==> config.mk <==
export PLATFORM = sky130hd
export DESIGN_NAME = dummy_accelerator_mq
export DESIGN_NICKNAME = d
export VERILOG_FILES = /design/src/rtl/dummy_accelerator_mq.sv
export SDC_FILE = /design/constraint.sdc
export NUM_CORES = 1
export LEC_CHECK = 0
export ABC_CLOCK_PERIOD_IN_PS = 5700
export BUFFER_PORTS_ARGS = -buffer_cell sky130_fd_sc_hd__clkbuf_2
export CORE_MARGIN = 4
export CORE_UTILIZATION = 44
export DETAILED_ROUTE_END_ITERATION = 16
export GPL_ROUTABILITY_DRIVEN = 0
export PLACE_DENSITY = 0.69
export SLEW_MARGIN = 15
export SYNTH_ARGS = -nofsm -noshare
export SYNTH_HDL_FRONTEND = slang
export SYNTH_SLANG_ARGS = --single-unit
==> constraint.sdc <==
create_clock -name clk_i -period 5.7 [get_ports clk_i]
set_input_delay 0.855 -clock clk_i [delete_from_list [all_inputs] [get_ports clk_i]]
set_output_delay 0.855 -clock clk_i [all_outputs]
set_load 0.03 [all_outputs]
==> src/rtl/dummy_accelerator_mq.sv <==
// dummy_accelerator_mq
//    Multi-outstanding dummy coprocessor for the X-interface path. Each
//    accepted operation has its result computed immediately. The result is
//    stored in a circular buffer together with its tag and a latency
//    countdown. Results leave strictly in order, once the head entry's
//    countdown has reached zero.
//
// Ports
//    clk_i        clock, rising edge
//    rst_i        synchronous reset, active-high (priority over flush_i)
//    flush_i      synchronous clear of all in-flight entries
//    valid_i      upstream request valid
//    ready_o      upstream ready (buffer not full)
//    rs1_value_i  operand
//    imm_i        immediate, zero-extended to WIDTH
//    op_i         00 XOR, 01 ADD, 10 SUB, 11 ROTL
//    lat_i        extra wait cycles before the result may be released
//    tag_i        request tag, returned with the result
//    valid_o      head result valid
//    ready_i      downstream ready
//    result_o     head result (0 when valid_o is low)
//    tag_o        head tag (0 when valid_o is low)
//    occupancy_o  number of valid entries

module dummy_accelerator_mq #(
   parameter int WIDTH     = 32,
   parameter int IMM_WIDTH = 11,
   parameter int DEPTH     = 4,
   parameter int LAT_WIDTH = 6,
   parameter int TAG_WIDTH = 8
) (
   input  logic                       clk_i,
   input  logic                       rst_i,
   input  logic                       flush_i,
   input  logic                       valid_i,
   output logic                       ready_o,
   input  logic [WIDTH-1:0]           rs1_value_i,
   input  logic [IMM_WIDTH-1:0]       imm_i,
   input  logic [1:0]                 op_i,
   input  logic [LAT_WIDTH-1:0]       lat_i,
   input  logic [TAG_WIDTH-1:0]       tag_i,
   output logic                       valid_o,
   input  logic                       ready_i,
   output logic [WIDTH-1:0]           result_o,
   output logic [TAG_WIDTH-1:0]       tag_o,
   output logic [$clog2(DEPTH):0]     occupancy_o
);

   localparam int PTR_W = $clog2(DEPTH);
   localparam int OCC_W = PTR_W + 1;
   localparam int SH_W  = $clog2(WIDTH);
   localparam logic [OCC_W-1:0] FULL_OCC = OCC_W'(DEPTH);

   logic [WIDTH-1:0]     res_mem [DEPTH];
   logic [TAG_WIDTH-1:0] tag_mem [DEPTH];
   logic [LAT_WIDTH-1:0] cnt_mem [DEPTH];
   logic [DEPTH-1:0]     vld;

   logic [PTR_W-1:0]     wr_ptr;
   logic [PTR_W-1:0]     rd_ptr;
   logic [OCC_W-1:0]     occ;

   logic                 push;
   logic                 pop;
   logic                 head_rdy;
   logic                 clear;
   logic [WIDTH-1:0]     immz;
   logic [WIDTH-1:0]     op_res;
   logic [2*WIDTH-1:0]   rot_dbl;

   // ------------------------------------------------------------------
   // Result arithmetic, evaluated at accept time
   // ------------------------------------------------------------------
   assign immz = {{(WIDTH-IMM_WIDTH){1'b0}}, imm_i};

   // Rotate-left: the upper half of the doubled operand shifted left holds
   // the rotated word; only the low SH_W immediate bits act as the amount.
   assign rot_dbl = {rs1_value_i, rs1_value_i} << imm_i[SH_W-1:0];

   always_comb begin
      op_res = rs1_value_i ^ immz;
      case (op_i)
         2'b00:   op_res = rs1_value_i ^ immz;
         2'b01:   op_res = rs1_value_i + immz;
         2'b10:   op_res = rs1_value_i - immz;
         default: op_res = rot_dbl[2*WIDTH-1:WIDTH];
      endcase
   end

   // ------------------------------------------------------------------
   // Handshakes
   // ------------------------------------------------------------------
   assign clear    = rst_i || flush_i;
   assign ready_o  = (occ != FULL_OCC);
   assign head_rdy = vld[rd_ptr] && (cnt_mem[rd_ptr] == '0);
   assign push     = valid_i && ready_o;
   assign pop      = head_rdy && ready_i;

   assign valid_o     = head_rdy;
   assign result_o    = head_rdy ? res_mem[rd_ptr] : '0;
   assign tag_o       = head_rdy ? tag_mem[rd_ptr] : '0;
   assign occupancy_o = occ;

   // ------------------------------------------------------------------
   // Pointers and occupancy
   // ------------------------------------------------------------------
   always_ff @(posedge clk_i) begin
      if (clear) begin
         wr_ptr <= '0;
         rd_ptr <= '0;
         occ    <= '0;
      end else begin
         if (push) wr_ptr <= wr_ptr + 1'b1;
         if (pop)  rd_ptr <= rd_ptr + 1'b1;
         case ({push, pop})
            2'b10:   occ <= occ + 1'b1;
            2'b01:   occ <= occ - 1'b1;
            default: occ <= occ;
         endcase
      end
   end

   // ------------------------------------------------------------------
   // Entry valid bits and countdowns. Every valid entry counts down in
   // parallel, so a younger op waiting behind the head sits at zero and
   // releases the cycle after the head pops. Push and pop never hit the
   // same slot: pop needs a valid head, and push is blocked when full.
   // ------------------------------------------------------------------
   always_ff @(posedge clk_i) begin
      if (clear) begin
         vld <= '0;
         for (int i = 0; i < DEPTH; i++) cnt_mem[i] <= '0;
      end else begin
         for (int i = 0; i < DEPTH; i++) begin
            if (push && (wr_ptr == PTR_W'(i))) begin
               vld[i]     <= 1'b1;
               cnt_mem[i] <= lat_i;
            end else begin
               if (pop && (rd_ptr == PTR_W'(i))) vld[i] <= 1'b0;
               if (vld[i] && (cnt_mem[i] != '0)) cnt_mem[i] <= cnt_mem[i] - 1'b1;
            end
         end
      end
   end

   // Payload storage needs no reset; it is only visible behind vld.
   always_ff @(posedge clk_i) begin
      for (int i = 0; i < DEPTH; i++) begin
         if (push && (wr_ptr == PTR_W'(i))) begin
            res_mem[i] <= op_res;
            tag_mem[i] <= tag_i;
         end
      end
   end

endmodule

Yosys cells after proc, flatten, opt, wreduce, memory -nomap -nowiden
Memories as Yosys holds them, arrays and structs flattened. A register that Yosys moved wholly into a read port is not among the register bits.
Index checks and enable logic that the tools add are counted.
- $lt $le $gt $ge: 1
- bitwise operators: 9
- equal/unequal tests: 11
- muxes and demuxes: 80
- shift operators: 1
- add/sub/neg operators: 10
- reductions and logical operators: 35
- operator list (operator ; count):
    32-bit 2-to-1 mux ; 4
    32-bit one-hot mux with 3 select lines ; 1
    32-bit OR reduction ; 3
    64-bit by 5-bit << shifter with 64-bit output ; 1
    1-bit 2-to-1 mux ; 49
    6-bit 2-to-1 mux ; 8
    32-bit by 11-bit adder with 32-bit output ; 1
    8-bit 2-to-1 mux ; 4
    32-bit by 11-bit subtractor with 32-bit output ; 1
    32-bit by 11-bit XOR with 32-bit output ; 1
    2-bit 2-to-1 mux ; 12
    6-bit nonzero test ; 4
    8-bit OR reduction ; 3
    6-bit by 1-bit subtractor with 6-bit output, second input constant ; 4
    1-bit logical AND ; 15
    2-bit equality test, second input constant ; 6
    2-bit nonzero test ; 5
    2-bit by 1-bit equality test with 1-bit output, second input constant ; 4
    1-bit bitwise OR ; 8
    2-bit zero test ; 3
    6-bit zero test ; 1
    3-bit one-hot mux with 2 select lines ; 1
    2-bit by 1-bit adder with 2-bit output, second input constant ; 2
    3-bit by 1-bit adder with 3-bit output, second input constant ; 1
    other kinds (5) ; 5
- bits in writable memories: 184
- bits of input ports: 64
- word-level logic and storage cells: 157
- memories kept: 3
- output and inout bits: 45
- flip-flop bits (word level): 11
- memories (memory ; words ; bits a word ; read ports ; clocked after Yosys merged registers in ; wr ports ; line ; text):
    res_mem ; 4 ; 32 ; 1 ; 1 ; 1 ; 54 ; logic [WIDTH-1:0] res_mem [DEPTH];
    tag_mem ; 4 ; 8 ; 1 ; 1 ; 1 ; 55 ; logic [TAG_WIDTH-1:0] tag_mem [DEPTH];
    cnt_mem ; 4 ; 6 ; 5 ; 1 ; 4 ; 56 ; logic [LAT_WIDTH-1:0] cnt_mem [DEPTH];

Longest topological paths before layout
- depth after elaboration: 9
- mapped depth: 19
- gate-level depth less buffers: 17

Least setup slack after synthesis
OpenSTA, ideal clock, no wires.
- path type: input to register
- start point: input imm_i[0]
- end point: memory res_mem[0][31] (data pin)
- data arrival time: 4.445 ns
- library setup time: 0.296 ns
- stages on the path: 19
- data required time: 5.404 ns
- slack: 0.959 ns
- path buffers: 3
- cells stage by stage: buf_2 > buf_2 > inv_2 > ha_1 > nand2b_1 > nor4_1 > nor2b_1 > a21o_1 > ha_1 > buf_6 > a211oi_2 > o211ai_1 > a221o_1 > nand3_1 > a31oi_1 > o41a_1 > a31o_1 > xnor2_1 > o221ai_1
- longest elaborated chain between the ends: 5
- elaborated cells between the ends (all ways): 7
- those cells by class: add/sub: 2; shift: 1; mux: 4
- ends and longest elaborated chain (element ; line ; text):
    start: declaration ; 38 ; input logic [IMM_WIDTH-1:0] imm_i,
    32-bit by 11-bit subtractor with 32-bit output (tied with other cells) ; 85 ; 2'b10: op_res = rs1_value_i - immz;
    32-bit one-hot mux with 3 select lines * ; 82 ; case (op_i)
    named net op_res[31] ; 68 ; logic [WIDTH-1:0] op_res;
    32-bit 2-to-1 mux (no source line) (2 in a row) ; - ;
    32-bit 2-to-1 mux (no source line) * ; - ;
    end: declaration ; 54 ;
The timed path passes the listed nets; every way through them passes the cells marked *.

Worst setup path in the final report
- start point: input imm_i[0]
- end point: memory res_mem[2][31] (data pin)
Same word-level chain as after synthesis.

==> impl_summary.md <==
Status
The run finished with clean final reports.

Synth
The share of synthesized area in the top cell type comes to between 40% and 50%. edfxtp_1 takes more of the synthesized area than any other cell. For this run, the number of Yosys warnings is 0. Sequential cells were found to cover 46.59% of the synthesized design area.

After synthesis, the netlist uses 64 different library cells. The most common cell in the netlist is edfxtp_1. Sorting the synthesized cells by area gives the leading types as edfxtp_1 (44%), mux4_2 (12%), ha_1 (5.3%). After synthesis the netlist holds a flip-flop and latch count of about 200. In this run, synthesis inferred roughly 180 flip-flops with an integrated enable. The synthesized area per cell is around 12 um^2. The number of nets handed over by synthesis was 1,181.

In the synthesized netlist, the number of instances is 1,062. Of all flip-flops after synthesis, the portion carrying an async set or reset was 0%. The post-synthesis cell area is between 10,000 and 15,000 um^2. The commonest cells after synthesis are edfxtp_1 (184), nand2_1 (107), nor2_1 (66), a21oi_1 (65), mux4_2 (65). The most common flop cell mapped by yosys is edfxtp_1.

Layout
The fraction of final layout cells sized beyond drive strength 1 is 22.43%. After routing the design area is 13,840 um^2. The net count of the finished layout is roughly 1,300.

From synthesis to final layout, the design area changed by 11.42%. The number of antenna diodes in the final layout is 0.

Worst hold path
The worst hold path begins at occupancy_o[2]. The type of the most critical hold path is flop to flop.

Die
The die is 176.0 um tall. ~110 I/O pins were placed. The floorplan row count is 61. The horizontal die dimension is 176.0 um. The placeable core area is 27,780 um^2. The full die area is roughly 31,000 um^2. The starting utilization of the core area is 44.70%.

Placement
The pre-CTS setup slack is 695.9 ps. The placed cell area is 13,280 um^2. The count of port buffers added during placement is 108.

The HPWL after detailed placement is ~22 mm.

Timing
Setup repair after global routing left no endpoint under its margin. The worst setup skew after layout is 9.623 ps. For the pin with the worst max-slew slack, the measured transition is 1070 ps. Setup slack on the critical path of the routed design comes to 1070 ps. The final critical delay including setup and external delays is 4630 ps.

The count of endpoints failing hold in the final timing report is 0. The summed negative setup slack over all endpoints is 0 ps. The relative max-transition margin is 28.59%. Based on the critical path, the design can be clocked at up to 216.0 MHz. The final number of max-transition violations was 0.

Dividing the final minimum period by the clock period gives approximately four fifths. The count of final setup violators is 0.

Setup path
In this design, the largest share of critical-path delay is due to simple AND/OR/NAND/NOR gates. The endpoint class of the critical path is a flop. The critical path is of the input port to flop type. The startpoint identified for the worst register-to-register timing path is cnt_mem[1][2]. The worst path buffer plus inverter count is 2. STA classifies the critical path startpoint as an input port. Data on the critical path is required at its endpoint by approximately 5800 ps. The worst endpoint data arrival time is roughly 4700 ps. The critical path goes through clkbuf_2 > inv_2 > ha_1 > nand2b_1 > nor4_1 > nor2b_1 > ha_1 > mux2i_1 > ha_1 > nand4_1 > a211oi_1 > o21ai_1 > a21oi_1 > nor4b_2 > o41a_1 > a31o_1 > xnor2_1 > o221ai_1. The slowest stage of the critical path belongs to the cell nor2b_1. The critical path's largest stage delay is 400 ps. Among the stages of the critical path, the cell type that occurs most often is ha_1. The biggest fanout along the worst timing path is 7. In this run the worst setup path begins at imm_i[0].

Clock tree
The clock tree from TritonCTS is yes. Counting along the longest clock path gives a buffer depth of 2. The number of hold buffers added after cts is 0.

The clock latency of the later-clocked register in the worst-skew pair is 420 ps. In this run, CTS created clock tree buffers numbering 17. After clock tree synthesis, the clock-pin slew on the worst setup and hold paths is 70 ps. The number of clock sinks seen by CTS is 197. The number of setup buffers added after CTS is 0. The number of gates given a new drive strength after cts is 0. The H-tree was split into 4 levels. The clock root buffer is clkbuf_16.

GRT
The via count of the first global-routing pass is 8,729. The overflow left after global routing is 0. The global router's overall resource usage is 19.88%. The first global-routing pass estimated 48.36 mm of wire. The initial antenna violation count is 0. The largest net degree at the start of global routing is 47.

Power and ir drop
The power per unit of standard cell area is 261.8 nW/um^2. The worst-case IR drop observed on VDD is 0.1593 mV. The leakage power total is 5.078 nW.

Run
The tool flagged a number of max-cap violations equal to 0.

Routing
After detailed routing, the number of remaining DRC violations is 0. The sum of routed wire length over all layers is 30.58 mm. The first detailed-routing pass took 8 iterations. Summing over every cut layer, the via total after detailed routing is between 8,000 and 9,000. In the final routed layout, each cell accounts on average for between 20 and 25 um. In this run the remaining antenna-violating nets after routing total 0. After detailed routing, the number of vias per cell comes to 5.856.

The violation count after the first detailed-route iteration is 862.
## worst reg2reg max path, cell delays in order (launching register included)
cell	delay, ps
edfxtp_1	430
or3_1	430
nor4_1	320
a221oi_1	160
nand3b_1	250
nor2_2	370
ha_1	270
inv_1	60
fa_1	370
xor2_1	160
or3_1	310
a21oi_1	130
## cell type report
cell class | instances | area, um^2
clock buffers | 17 | 425.4
clock inverters | 13 | 131.4
fillers | 2490 | 13950
inverters | 41 | 153.9
multi-input cells | 762 | 6233
flip-flops and latches | 197 | 5788
well taps | 378 | 473.0
repair buffers | 120 | 630.6
## per-stage QoR
stage | power, mW | hold WS, ps | std cells | utilization, %
global route | 3.792 | 546.9 | 1528 | 49.80
floorplan | 2.277 | 538.2 | 1062 | -
finish | 3.622 | 519.0 | 1528 | 49.80
CTS | 3.634 | 519.5 | 1528 | 49.80
detailed placement | 2.510 | 509.3 | 1498 | 47.80
global placement | 2.496 | 495.0 | 1498 | 47.80
## state kept, by name (all words and copies together), names as in the netlist, named ones only
signal	count
res_mem	128
tag_mem	32
wr_ptr	2
cnt_mem	24
occupancy_o	3
vld	4
rd_ptr	2
## report_power, final
part	switching, mW	total (mW)	leakage, nW	internal [mW]
logic	0.475	0.787	2.96	0.312
registers	0.0208	1.70	1.85	1.68
clock network	0.493	1.13	0.267	0.639
total	0.989	3.62	5.08	2.63
## kinds of logic (layout without fill, tap and decap cells)
logic type	count (synthesis)	in the layout	synth area share, %
simple gates	277	277	10.49
compound gates	235	235	12.09
flops	197	197	46.59
mux	131	131	17.42
buf+inv	103	191	3.234
xor+xnor	64	64	4.514
fa+ha+maj	55	55	5.663
## metal layers
metal  routed length (um)  up-vias  global-route usage (%)
met2                13760      396                   30.41
met3                 2308       57                   2.934
met5                    0        -                       0
met4                  784        0                   6.043
li1                     -     4173                       -
met1                13730     4322                   29.57
## cell usage in the layout (no fill, tap or decap), types with 26 or more instances in the layout
cell      Yosys  final
mux4_2       65     65
ha_1         53     52
clkbuf_2      0    108
nor2b_1      44     44
o21ai_0      26     26
xnor2_1      34     34
inv_1        37     35
nand2_1     107    107
mux2_2       29     29
xor2_1       30     30
edfxtp_1    184    184
nor2_1       66     66
o21ai_1      43     43
a21oi_1      65     65
mux2i_1      35     35
## path summary, 6_finish.rpt
check | to | slack [ps] | depth (start not counted)
max reg2reg | occupancy_o[2] | 2400 | 11
max | res_mem[2][31] | 1070 | 18
min reg2reg | occupancy_o[2] | 520 | 2
min | occupancy_o[2] | 520 | 2
(Power assumes the default switching activity.)
